File: src/rtl/receiver_if.sv
// ---------------------------------------------------------------------------
// receiver_if -- bundled-data four-phase link between a sender and the
// receiver block.
//
//   data_in       sender -> receiver  bundled word, stable while req is high
//   req           sender -> receiver  four-phase request (asynchronous)
//   ack           receiver -> sender  four-phase acknowledge
//   receive_data  receiver -> user    last captured word
//   valid         receiver -> user    one-cycle pulse on each new capture
//
// Modports: master = sender/observer side, slave = receiver side.
// ---------------------------------------------------------------------------
interface receiver_if #(
    parameter int WIDTH = 32
);
    logic [WIDTH-1:0] data_in;
    logic             req;
    logic             ack;
    logic [WIDTH-1:0] receive_data;
    logic             valid;

    modport master (
        output data_in,
        output req,
        input  ack,
        input  receive_data,
        input  valid
    );

    modport slave (
        input  data_in,
        input  req,
        output ack,
        output receive_data,
        output valid
    );
endinterface

File: src/rtl/receiver.sv
// ---------------------------------------------------------------------------
// receiver -- clock-domain receiver for a four-phase bundled-data handshake.
//
// The asynchronous req is brought into the clk domain through a
// SYNC_STAGES-deep flop chain. A two-state FSM captures data_in once per
// req high phase, raises ack, pulses valid for one cycle, and lowers ack
// again once the synchronized req has returned low.
//
// Ports:
//   clk   receive-side clock, all state changes on its rising edge
//   rst   asynchronous active-low reset (0 = reset); release is expected
//         to be synchronous to clk
//   bus   receiver_if.slave: data_in/req in, ack/receive_data/valid out
//
// Parameters:
//   WIDTH        data width, 1..64 (must match the interface WIDTH)
//   SYNC_STAGES  req synchronizer depth, 2..4
// ---------------------------------------------------------------------------
module receiver #(
    parameter int WIDTH       = 32,
    parameter int SYNC_STAGES = 2
) (
    input  logic       clk,
    input  logic       rst,
    receiver_if.slave  bus
);

    localparam logic [0:0] IDLE  = 1'b0;
    localparam logic [0:0] ACKED = 1'b1;

    logic [SYNC_STAGES-1:0] req_sync_p0;
    logic                   req_s;
    logic                   req_hi;

    logic [0:0]             state_p1;
    logic                   ack_p1;
    logic                   valid_p1;
    logic [WIDTH-1:0]       data_p1;

    // ---- Stage p0: req synchronizer (the only consumer of raw req) ----
    always_ff @(posedge clk or negedge rst) begin
        if (!rst) begin
            req_sync_p0 <= '0;
        end else begin
            req_sync_p0 <= {req_sync_p0[SYNC_STAGES-2:0], bus.req};
        end
    end

    assign req_s  = req_sync_p0[SYNC_STAGES-1];
    // An unknown synchronizer output is treated as a low request.
    assign req_hi = (req_s === 1'b1);

    // ---- Stage p1: handshake FSM, capture register and outputs ----
    // data_in is sampled directly on the capture edge: the sender holds it
    // stable for the whole req high phase, so it needs no synchronizer.
    always_ff @(posedge clk or negedge rst) begin
        if (!rst) begin
            state_p1 <= IDLE;
            ack_p1   <= 1'b0;
            valid_p1 <= 1'b0;
            data_p1  <= '0;
        end else begin
            valid_p1 <= 1'b0;
            case (state_p1)
                IDLE: begin
                    if (req_hi) begin
                        data_p1  <= bus.data_in;
                        ack_p1   <= 1'b1;
                        valid_p1 <= 1'b1;
                        state_p1 <= ACKED;
                    end
                end
                ACKED: begin
                    // Stay here until req_s drops, so a long req phase
                    // yields exactly one capture.
                    if (!req_hi) begin
                        ack_p1   <= 1'b0;
                        state_p1 <= IDLE;
                    end
                end
                default: begin
                    ack_p1   <= 1'b0;
                    state_p1 <= IDLE;
                end
            endcase
        end
    end

    assign bus.ack          = ack_p1;
    assign bus.valid        = valid_p1;
    assign bus.receive_data = data_p1;

endmodule

File: src/flat_wrapper.sv
// flat-port wrapper written by rule: the top's interface ports become plain ports
module receiver_flat 
#(
    parameter int WIDTH       = 32,
    parameter int SYNC_STAGES = 2
)
  (clk, rst, bus_data_in, bus_req, bus_ack, bus_receive_data, bus_valid);
  receiver_if #(.WIDTH(WIDTH)) bus_i ();
  input  logic clk;
  input  logic rst;
  input wire logic [$bits(bus_i.data_in)-1:0] bus_data_in;
  input wire logic [$bits(bus_i.req)-1:0] bus_req;
  output wire logic [$bits(bus_i.ack)-1:0] bus_ack;
  output wire logic [$bits(bus_i.receive_data)-1:0] bus_receive_data;
  output wire logic [$bits(bus_i.valid)-1:0] bus_valid;
  assign bus_i.data_in = bus_data_in;
  assign bus_i.req = bus_req;
  assign bus_ack = bus_i.ack;
  assign bus_receive_data = bus_i.receive_data;
  assign bus_valid = bus_i.valid;
  receiver #(.WIDTH(WIDTH), .SYNC_STAGES(SYNC_STAGES)) u_core (.clk(clk), .rst(rst), .bus(bus_i));
endmodule
File: config.mk
export PLATFORM = sky130hd
export DESIGN_NAME = receiver_flat
export DESIGN_NICKNAME = d
export VERILOG_FILES = /design/src/rtl/receiver_if.sv /design/src/rtl/receiver.sv /design/src/flat_wrapper.sv
export SDC_FILE = /design/constraint.sdc
export NUM_CORES = 1
export LEC_CHECK = 0
export CAP_MARGIN = 15
export CELL_PAD_IN_SITES_DETAIL_PLACEMENT = 0
export CELL_PAD_IN_SITES_GLOBAL_PLACEMENT = 1
export CORE_ASPECT_RATIO = 0.5
export CORE_MARGIN = 2
export CORE_UTILIZATION = 34
export CTS_BUF_LIST = sky130_fd_sc_hd__clkbuf_2
export DETAILED_ROUTE_END_ITERATION = 10
export PLACE_DENSITY_LB_ADDON = 0.1
export SETUP_SLACK_MARGIN = 0.02
export SLEW_MARGIN = 20
export SYNTH_ARGS = -nofsm -noshare
export SYNTH_HDL_FRONTEND = slang
export SYNTH_SLANG_ARGS = --single-unit
export TNS_END_PERCENT = 20
File: constraint.sdc
create_clock -name clk -period 1.45 [get_ports clk]
set_input_delay 0.3625 -clock clk [delete_from_list [all_inputs] [get_ports clk]]
set_output_delay 0.3625 -clock clk [all_outputs]
set_load 0.1 [all_outputs]
Word level (Yosys, flattened, before mapping). Cells that the tools add are included.

Equality and inequality tests: 3. Mux-type cells: 5. Bitwise gates (word level): 1. Reduce and logical (&&, ||, !) cells: 2.

Operators by type and width (count): 2-to-1 mux 1 bit (4); AND reduction 2 bit (2); inequality test 2 x 1 -> 1 bit, second input constant (1); inequality test 2 bit, second input constant (1); one-hot mux 1 bit (2 select lines) (1); === test 1 bit, second input constant (1); NOT 1 bit (1).

Bits in registers: 37. Input port bits: 35. Output and inout port bits: 34.

Logic depth before layout (Yosys ltp). Gate-level depths: netlist of the first run.

Depth after elaboration: 3. Gate-level depth with buffers: 5.

Worst setup path after synthesis of the first run. OpenSTA, ideal clock, no wires.

Path type: register to register. Start point: register u_core.bus.ack (netlist name). End point: register u_core.ack_p1, in the netlist u_core.bus.ack. Data arrival time: 1.134 ns. Data required time: 1.324 ns. Path slack: 0.190 ns. Stages on the path, launching flop included: 2. Path buffers: 0. Clock period less this slack: 1.260 ns. Cells stage by stage: dfrtp_1 > mux2_2.

RTL lines: to (signal assigned) (line receiver.sv:59) `ack_p1 <= 1'b0;`; to (signal assigned) (line receiver.sv:68) `ack_p1 <= 1'b1;`; to (signal assigned) (line receiver.sv:77) `ack_p1 <= 1'b0;`; to (decl) (line receiver.sv:36) `logic ack_p1;`.

Worst setup path after layout of the first run.
Start point: register u_core.data_p1[31], in the netlist u_core.bus.receive_data[31]. End point: output bus_receive_data[31].

RTL lines: from (decl) (line receiver.sv:38) `logic [WIDTH-1:0] data_p1;`; from (signal assigned) (line receiver.sv:67) `data_p1 <= bus.data_in;`; to (decl) (line flat_wrapper.sv:14) `output wire logic [$bits(bus_i.receive_data)-1:0] bus_receive_data;`.

No word-level cell between the ends.

==> metrics.txt, run 1 <==
register area 926 um^2; Fillers 289; Setup crit start kind flip-flop; Commonest cells post-synth dfrtp_1, mux2_4, buf_12, mux2_2; Final min period 1370 ps; core area 0.00406 mm^2; VDD IR max 707 uV; WP data required 1090 ps; max-slew violations 0; top-count cell post-synth dfrtp_1; Layout Nets 187; die area 0.00498 mm^2; Critical-path top delay cell dfrtp_1; first-pass GRT wire length 4620 um; Yosys reg bits 37; crit-path max FO 2; Clock Pin Slew Worst Setup and Hold Paths 180 ps; period utilisation layout 94.4%; Placed Cells 197; top-area cell type share of the netlist area 61.8%; remaining antenna violation count after routing 0; Area Growth Syn to Fin 73.4%; Async S/R FF share, synth 100%; total of warnings raised by yosys 0; Highest Clock Rate 731 MHz; PD cells 1450 mW/mm^2; io pins 69; vias in the first global route 926; DRT iter0 DRCs 6; Residual DRC 0; Tightest Pin Transition 468 ps; Slew Limit Headroom 68.8%; Setup TNS 0 ps; count of cell types in the netlist 7; Post-synth EDFFs 0; Total GRT Usage 12.3%; Primary FF master, synth dfrtp_1; Ant. Diodes 0; Mean Syn Cell Area 19.7 um^2; antenna violations before repair 0; max-cap violation count 0; CTS tree built; vias per cell 4.22; hold crit path type flip-flop to flip-flop; H-tree levels 2; Final GP Congestion 0.639; Starting Density 36.9%; Die Span Y 50.9 um; fraction of layout cells with a size suffix above 1 52.6%; Pleak 1.19 nW; # clock sinks 37; endpoints failing setup 0; Cells after Synth 76; Setup CP Type flip-flop to primary output; Num CTS Buffers 5; CP top delay family flip-flops; CP endpoint kind primary output; CTS Root Cell clkbuf_2; Multi-input gate area 499 um^2; Cell Rows 16; Synth Area in Compound Gates 0%; Post-Synth Simple-Gate Area 0%; CP peak stage delay 460 ps; Via Count 869; fin worst setup slack 81.2 ps; post-synthesis adder-cell area fraction 0.835%; global route overflow 0; Detailed Routing Iterations Pass 1 2; unrepaired setup endpoints after global routing true; Net Count, Synth 112; Final HPWL DP 2010 um; post-place setup slack 126 ps; Final Instance Count excl. Fillers 206; Max clock buf depth 2; DRT Wirelength 2810 um; Buf/Inv on CP 1; Synth area leaders dfrtp_1, mux2_4, buf_12; total power 3.76 mW; crit-path cells buf_12; largest net degree at the start of global routing 38; Clock Latency Late Sink 360 ps; Fin Clk Skew 15.7 ps; main combinational cell family by area after synthesis multiplexers; drt wl/cell 13.7 um; mux contribution to synthesized area 32.3%; Die X 97.9 um; crit path DAT 1010 ps; post-synthesis xor/xnor area fraction 0%; result of the run finished, final reports clean; Hold Violations, Final 0; sequential share of the synthesized area 61.8%; area of the mapped netlist 0.00150 mm^2; port bufs 68; largest area contributor in the netlist dfrtp_1
==> path summary, 6_finish.rpt <==
kind                                              from                           to  slack [ps]  depth (start not counted)
max in group asynchronous                          rst   u_core.bus.receive_data[7]         560                          3
setup / recovery           u_core.bus.receive_data[31]         bus_receive_data[31]          80                          1
setup reg to reg                       u_core.state_p1  u_core.bus.receive_data[22]         120                          4
hold / removal                   u_core.req_sync_p0[0]        u_core.req_sync_p0[1]         380                          0
min in group asynchronous                          rst  u_core.bus.receive_data[18]         550                          3
hold reg to reg                  u_core.req_sync_p0[0]        u_core.req_sync_p0[1]         380                          0
==> metal layers <==
layer / GRT usage (%) / up-vias / part of all wire, %
met3: 5.61 / 3 / 7.6
met2: 18.8 / 37 / 47
met5: 0 / - / 0
met4: 2.78 / 0 / 0.60
met1: 16.1 / 418 / 45
li1: - / 411 / -
==> sequential cells by signal, summed over array words and instances, names as in the netlist <==
register / count
u_core.state_p1: 1
u_core.req_sync_p0: 2
u_core.bus.valid: 1
u_core.bus.ack: 1
u_core.bus.receive_data: 32
==> power by group <==
part / leakage, nW / internal, mW / switching (mW)
registers: 0.435 / 1.17 / 0.155
logic: 0.721 / 0.796 / 1.18
clock network: 0.0332 / 0.143 / 0.307
total: 1.19 / 2.11 / 1.65
==> final cells by class <==
type / instances / share of cell area [%]
repair buffers: 72 / 40.8
flip-flops and latches: 37 / 35.6
clock buffers: 8 / 1.54
multi-input cells: 34 / 19.2
well taps: 54 / 2.60
inverters: 1 / 0.145
==> cells by family (layout without fill, tap and decap cells) <==
| kind of cell | count (synthesis) | after routing |
|---|---|---|
| adder cells (fa/ha/maj) | 1 | 1 |
| buffers and inverters | 5 | 81 |
| flip-flops | 37 | 37 |
| multiplexers | 33 | 33 |
==> placed cells by master (no fill, tap or decap) <==
| cell | synthesis | routed |
|---|---|---|
| buf_4 | 0 | 2 |
| clkbuf_2 | 0 | 8 |
| buf_2 | 0 | 1 |
| mux2_4 | 30 | 30 |
| mux2_2 | 3 | 3 |
| buf_12 | 3 | 35 |
| inv_1 | 1 | 1 |
| dlygate4sd3_1 | 0 | 1 |
| dfrtp_1 | 37 | 37 |
| ha_2 | 0 | 1 |
| clkdlybuf4s50_1 | 0 | 33 |
==> timing repair <==
action	in CTS	in global routing
endpoints found under the hold margin	5	0
hold buffers	1	0
endpoints found under the setup margin	0	12
gates resized for setup	0	0
setup buffers	0	0
==> stage by stage <==
stage | instance area, um^2 | util, % | hold slack, ps
after global routing | 2600 | 63.9 | 371
after floorplan | 1500 | - | 66.9
after global placement | 2550 | 62.7 | 333
final | 2600 | 63.9 | 378
after CTS | 2600 | 63.9 | 381
after detailed placement | 2550 | 62.7 | 346
Note: power is estimated with default switching activity, not from simulation.
==> inputs of run 2 (changes only) <==
SLEW_MARGIN = 25   (was 20)
==> results of run 2 <==
Same layout as run 1: the final DEF is identical, and so are final timing and power.
==> inputs of run 3 (changes only) <==
CORE_UTILIZATION = 32   (was 34)
CTS_BUF_LIST = unset   (was sky130_fd_sc_hd__clkbuf_2)
clock period = 1.4 ns   (was 1.45 ns; I/O delays follow)
==> metrics.txt, run 3 (synthesis results as in run 1) <==
crit-path cells inv_1, ha_4, buf_12, mux2_4; Tightest Pin Transition 190 ps; post-CTS setup buffer count 0; # clock sinks 37; H-tree levels 2; Worst Hold End u_core.req_sync_p0[1]; result of the run finished, final reports clean; Final HPWL DP 2280 um; Setup CP Type flip-flop to flip-flop; Area Growth Syn to Fin 83.0%; Final GP Congestion 0.650; cell area after placement 0.00260 mm^2; Residual DRC 0; CP top delay family flip-flops; Setup TNS 0 ps; commonest non-fill, non-tap cell in the layout buf_12; Ant. Diodes 0; DRT Wirelength 3050 um; fraction of layout cells with a size suffix above 1 52.6%; Final min period 1260 ps; largest net degree at the start of global routing 21; post-route cell area 0.00274 mm^2; crit path DAT 1430 ps; CTS tree built; CTS Root Cell clkbuf_8; total power 4.40 mW; Max clock buf depth 2; DRT iter0 DRCs 7; vias in the first global route 1001; reg2reg path depth 4; antenna violations before repair 0; Min-Delay Path Depth 0; Starting Density 33.7%; Hold Startpoint u_core.req_sync_p0[0]; Pleak 1.24 nW; Highest Clock Rate 793 MHz; utilization after layout 61.6%; CP endpoint kind flip-flop; Via Count 890; core area 0.00445 mm^2; Buf/Inv on CP 2; flop2flop setup slack 140 ps; Detailed Routing Iterations Pass 1 2; global route overflow 0; worst r2r src u_core.state_p1; WP data required 1570 ps; crit-path max FO 11; Num CTS Buffers 5; max-slew violations 0; Critical-path top delay cell dfrtp_1; port bufs 68; vias per cell 4.22; Setup crit start kind flip-flop; final hold slack 362 ps; max-cap violation count 0; die area 0.00528 mm^2; remaining antenna violation count after routing 0; endpoints failing setup 0; Clock Pin Slew Worst Setup and Hold Paths 70 ps; VDD IR max 795 uV; Slew Limit Headroom 87.3%; Die X 101 um; Fin Clk Skew 2.90 ps; Cell Rows 17; Clock Latency Late Sink 280 ps; unrepaired setup endpoints after global routing false; io pins 69; Layout Nets 189; Largest register FFs 32; Total GRT Usage 13.1%; Hold Violations, Final 0; commonest non-fill, non-tap cells in the layout buf_12, dfrtp_1, clkdlybuf4s50_1; hold crit path type flip-flop to flip-flop; CP peak stage delay 360 ps; drt wl/cell 14.5 um; period utilisation layout 90.1%; Die Span Y 52.4 um; R2R Path End u_core.bus.receive_data[18]; PD cells 1610 mW/mm^2; first-pass GRT wire length 5020 um
==> run 3: changes by cell type in the layout (fill, tap and decap cells not counted) <==
cell	previous run	this run
ha_2	1	0
clkbuf_2	8	0
clkbuf_1	0	1
ha_4	0	1
buf_4	2	1
clkbuf_8	0	6
buf_12	35	38
bufinv_16	0	1
==> run 3: layout make-up <==
cell class,instances,area (um^2)
clock buffers,7,86.3
clock inverters,1,30.0
fillers,337,1710
inverters,1,3.75
multi-input cells,34,509
flip-flops and latches,37,926
well taps,57,71.3
repair buffers,74,1110
==> run 3: worst max-delay path by stage <==
stage,depth (start not counted),slack (ps),to,start
after floorplan,1,140,u_core.bus.ack,u_core.bus.ack
after detailed placement,4,60,u_core.bus.receive_data[18],u_core.state_p1
after CTS,4,50,u_core.bus.receive_data[18],u_core.state_p1
after global routing,4,70,u_core.bus.receive_data[18],u_core.state_p1
final,4,140,u_core.bus.receive_data[18],u_core.state_p1
after global placement,4,90,u_core.bus.receive_data[28],u_core.state_p1
==> run 3: worst register-to-register path, cell delays in order, from the launching register on <==
cell,delay (ps)
dfrtp_1,360
inv_1,100
ha_4,220
buf_12,160
mux2_4,310
==> run 3: stage by stage <==
stage | cells | setup WS (ps)
finish | 211 | 139
global route | 211 | 71.9
CTS | 211 | 50.8
detailed placement | 202 | 56.6
global placement | 202 | 87.2
floorplan | 76 | 140
==> run 3: power breakdown <==
group / internal [mW] / total [mW] / switching (mW)
clock: 0.581 / 0.942 / 0.361
combinational: 0.842 / 2.08 / 1.23
sequential: 1.22 / 1.38 / 0.166
==> run 3: timing repair <==
| item | CTS | global route |
|---|---|---|
| hold buffers | 1 | 0 |
| endpoints found under the setup margin | 0 | 30 |
| hold endpoints to repair | 6 | 0 |
| resized for setup | 0 | 1 |
==> run 3: routing by layer <==
metal | up-vias | track usage, % | share of wire [%]
li1 | 413 | - | -
met1 | 439 | 17.2 | 46
met2 | 36 | 18.9 | 45
met3 | 2 | 6.27 | 7.8
met4 | 0 | 4.11 | 0.62
met5 | - | 0 | 0
==> RTL edit 1 (config.mk and constraints of run 3) <==
`WIDTH` is set to 32 in 3 places; all go to 48.
--- a/src/rtl/receiver_if.sv
+++ b/src/rtl/receiver_if.sv
@@ -13,3 +13,3 @@
 interface receiver_if #(
-    parameter int WIDTH = 32
+    parameter int WIDTH = 48
 );
--- a/src/rtl/receiver.sv
+++ b/src/rtl/receiver.sv
@@ -19,3 +19,3 @@
 module receiver #(
-    parameter int WIDTH       = 32,
+    parameter int WIDTH       = 48,
     parameter int SYNC_STAGES = 2
--- a/src/flat_wrapper.sv
+++ b/src/flat_wrapper.sv
@@ -3,3 +3,3 @@
 #(
-    parameter int WIDTH       = 32,
+    parameter int WIDTH       = 48,
     parameter int SYNC_STAGES = 2
Ports: changed (resized bus_data_in and bus_receive_data); port bits go from 69 to 101. The function was not compared with the original's and may differ.
==> RTL edit 1 against run 3 <==
Worst setup slack worse by 0.040 ns. Maximum frequency is 3.1% lower. Clock power rose by 22%. Sequential share of layout area is 1.0 points higher. Cell area up 39%. Sequential cell count is 16 higher. Area after synthesis rose by 34%. Total power increased by 39%. Combinational power is 43% higher. Routed wire length up 37%.
==> RTL edit 1: results (changes against run 3) <==
[metrics] mux share of post-synthesis cell area: 0.311 (-0.0119)
[metrics] met1 routed wirelength after detailed routing: 1790 um (+27%)
[metrics] vias in the first global route: 1400 (+40%)
[metrics] Hold/Removal Path Class: input port to asynchronous set/reset pin
[metrics] max FFs per register: 48 (+50%)
[metrics] global-route track usage on met3: 0.0456 (-0.0170)
[metrics] number of input and output port buffers inserted: 100 (+47%)
[metrics] capture point of the critical path: u_core.bus.receive_data[37]$_DFFE_PN0P_
[metrics] root buffer cell: clkbuf_16
[metrics] metal3 WL: 331 um (+38%)
[metrics] per-cell via count in the routed design: 4.20 (-0.49%)
[metrics] global-route track usage on met1: 0.157 (-0.0148)
[metrics] synthesized net count: 161 (+44%)
[metrics] Met2 Wirelength: 2000 um (+44%)
[metrics] Final Hold Slack: 0.0312 ns (-0.331 ns)
[metrics] fraction of layout cells with a size suffix above 1: 0.519 (-0.00746)
[metrics] setup slack of the worst register-to-register path: 0.1 ns (-0.04 ns)
[metrics] Switch Pwr: 2.54 mW (+44%)
[metrics] iteration count of the initial detailed-routing pass: 3 (+1)
[metrics] slew at the pin with the worst max-slew slack: 0.289 ns (+0.0983 ns)
[metrics] average cell area after synthesis: 18.5 um2 (-6.3%)
[metrics] min cycle time layout: 1.30 ns (+0.0405 ns)
[metrics] clock skew after layout: 0.00327 ns (+0.000365 ns)
[metrics] Critical Path Fanout Max: 17 (+6)
[metrics] largest voltage drop on the vdd net: 0.000772 V (-2.9%)
[metrics] result of the run: complete, no violations
[metrics] Leakage Power: 1.66 nW (+34%)
[metrics] cell count after placement: 296 (+47%)
[metrics] total global routing track utilization: 0.130 (-0.000139)
[metrics] Synth top cells by count: dfrtp_1 (53), mux2_2 (29), mux2_4 (20)
[metrics] adder-cell area share of the yosys netlist: 0.00622 (-0.00214)
[metrics] first-iteration detailed-routing DRC count: 35 (+28)
[metrics] GP Congestion: 0.689 (+5.9%)
[metrics] Final HPWL DP: 3140 um (+38%)
[metrics] ranking of synthesized cells by area: dfrtp_1 (66%), mux2_2 (16%), mux2_4 (15%)
[RTL edit 1: critical path: cells and delay by family, from the launching register on]
kind,cells,cell delay [ns]
fa+ha+maj,1,0.20
mux,1,0.35
flops,1,0.36
buf+inv,2,0.27
[RTL edit 1: final cells by class]
type / instances / area [um2]
well taps: 88 / 110
clock buffers: 6 / 129
repair buffers: 104 / 1580
inverters: 1 / 3.75
clock inverters: 2 / 10.0
flip-flops and latches: 53 / 1330
multi-input cells: 50 / 652
fillers: 463 / 2270
[RTL edit 1: power by group through the flow]
stage | Combinational [mW] | Sequential [mW] | Clock [mW]
after floorplan | 0.297 | 3.43 | 0
after global placement | 2.98 | 2.00 | 0
after detailed placement | 3.00 | 2.01 | 0
after CTS | 3.00 | 1.98 | 1.21
after global routing | 3.05 | 2.01 | 1.28
final | 2.98 | 1.98 | 1.15
[RTL edit 1: logic make-up (layout without fill, tap and decap cells)]
kind of cell | Yosys count | count (layout)
buffers and inverters | 6 | 113
adders and majority gates | 1 | 1
muxes | 49 | 49
DFF | 53 | 53
==> RTL edit 2 (settings of run 3) <==
Made on the original files. Reset style: synchronous (`rst`), changed in 2 clocked blocks. Comments in the files are not updated.
--- a/src/rtl/receiver.sv
+++ b/src/rtl/receiver.sv
@@ -40,3 +40,3 @@
     // ---- Stage p0: req synchronizer (the only consumer of raw req) ----
-    always_ff @(posedge clk or negedge rst) begin
+    always_ff @(posedge clk) begin
         if (!rst) begin
@@ -55,3 +55,3 @@
     // stable for the whole req high phase, so it needs no synchronizer.
-    always_ff @(posedge clk or negedge rst) begin
+    always_ff @(posedge clk) begin
         if (!rst) begin
Formal check against the unedited RTL: differs if rst is asserted again (counterexample within 4 cycles, from zero or initial values and one cycle with rst low); with rst held inactive, the same outputs for 10 cycles.
==> RTL edit 2 against run 3 <==
Sequential cell count unchanged. Routed wire length fell by 5.9%. First-iteration DRC count is 14% higher. Cell area fell by 6.3%. Area after synthesis down 6.4%. Critical path depth down 3. Worst setup slack improved by 0.053 ns.
Power is not compared: it rests on default switching activity, and its combinational part moved more than twofold at a synthesized area within 25%.
==> RTL edit 2: results (changes against run 3) <==
[metrics] clock skew after layout: 0.00539 ns (+0.00249 ns)
[metrics] post-placement cell area: 0.00246 mm2 (-5.3%)
[metrics] wire length of the first global-routing pass: 4820 um (-3.8%)
[metrics] antenna cells: 0 (unchanged)
[metrics] result of the run: complete, no violations
[metrics] delay contributed by the slowest stage of the critical path: 0.39 ns (+0.03 ns)
[metrics] maximum number of pins on one net before global-route repair: 22 (+4.8%)
[metrics] Worst-Skew Late Latency: 0.28 ns (about the same)
[metrics] Synth top cells by count: dfxtp_1 (37), mux2i_1 (32), nor2b_1 (32)
[metrics] total global routing track utilization: 0.124 (-0.00636)
[metrics] vias in the first global route: 1036 (+3.5%)
[metrics] Final HPWL DP: 2180 um (-4.5%)
[metrics] GP Congestion: 0.700 (+7.7%)
[metrics] clock slew seen by the registers of the worst setup and hold paths: 0.07 ns (about the same)
[metrics] mux share of post-synthesis cell area: 0.229 (-0.0947)
[metrics] fraction of layout cells with a size suffix above 1: 0.249 (-0.277)
[metrics] arrival time reported for the critical path endpoint: 0.86 ns (-0.57 ns)
[metrics] root buffer cell: clkbuf_8
[metrics] first-iteration detailed-routing DRC count: 8 (+1)
[metrics] slew at the pin with the worst max-slew slack: 0.145 ns (-0.0449 ns)
[metrics] share of async-settable or async-resettable flops after synthesis: 0 (-1.00)
[metrics] sequential-to-total area share from yosys stat: 0.529 (-0.0896)
[metrics] Critical Path Fanout Max: 2 (-9)
[metrics] ranking of synthesized cells by area: dfxtp_1 (53%), mux2i_1 (23%), nor2b_1 (14%)
[metrics] total count of max-transition violations in the final report: 0 (unchanged)
[metrics] WL per Instance: 11.8 um (-18%)
[metrics] adder-cell area share of the yosys netlist: 0.00893 (+0.000574)
[metrics] area fraction in compound gates after synthesis: 0.00714 (+0.00714)
[metrics] slowest cell on the critical path: dfxtp_1
[metrics] initial antenna violation count: 0 (unchanged)
[metrics] Cell variety after synth: 11 (+4)
[metrics] Max clock buf depth: 2 (unchanged)
[metrics] XOR/XNOR share of the synthesized area: 0 (unchanged)
[metrics] synthesized net count: 152 (+36%)
[metrics] iteration count of the initial detailed-routing pass: 3 (+1)
[metrics] number of nets in the layout: 224 (+19%)
[metrics] Top FF cell, synth: dfxtp_1
[metrics] vias: 1034 (+16%)
[RTL edit 2: path summary, 6_finish.rpt]
path                                                               from                                 endpoint  slack [ns]  cells past startpoint
worst min-delay path                   u_core.req_sync_p0[0]$_SDFF_PN0_         u_core.req_sync_p0[1]$_SDFF_PN0_        0.44                      1
worst min register to register         u_core.req_sync_p0[0]$_SDFF_PN0_         u_core.req_sync_p0[1]$_SDFF_PN0_        0.44                      1
worst max register to register               u_core.state_p1$_SDFF_PN0_  u_core.bus.receive_data[6]$_SDFFE_PN0P_        0.20                      5
worst max-delay path            u_core.bus.receive_data[9]$_SDFFE_PN0P_                      bus_receive_data[9]        0.19                      1
[RTL edit 2: kinds of logic (layout without fill, tap and decap cells)]
logic type | after synthesis | in the layout
simple gates | 37 | 37
flops | 37 | 37
compound gates | 1 | 1
buf+inv | 8 | 81
mux | 32 | 32
fa+ha+maj | 1 | 1
[RTL edit 2: per-layer routing]
layer	track usage	up-vias	share of wire
met5	0	-	0
met3	0.0641	0	0.082
li1	-	521	-
met1	0.140	477	0.44
met2	0.213	36	0.48
met4	0.0278	0	0
[RTL edit 2: layout make-up]
class / instances / area, um2
repair buffers: 72 / 1080
well taps: 54 / 67.6
flip-flops and latches: 37 / 741
inverters: 1 / 3.75
fillers: 327 / 1480
clock buffers: 7 / 96.3
multi-input cells: 71 / 577
clock inverters: 1 / 5.00
[RTL edit 2: report_power, final]
part	switching, mW	internal [mW]	leakage (nW)
Sequential	0.0354	1.09	0.301
Combinational	0.325	0.274	0.587
Clock	0.357	0.445	0.0542
[RTL edit 2: stage by stage]
stage / utilization / std cells / setup WS (ns)
6_report: 0.635 / 243 / 0.192
3_3_place_gp: 0.610 / 235 / 0.100
5_1_grt: 0.635 / 243 / 0.110
4_1_cts: 0.635 / 243 / 0.172
3_5_place_dp: 0.610 / 235 / 0.0780
2_1_floorplan: - / 116 / 0.108
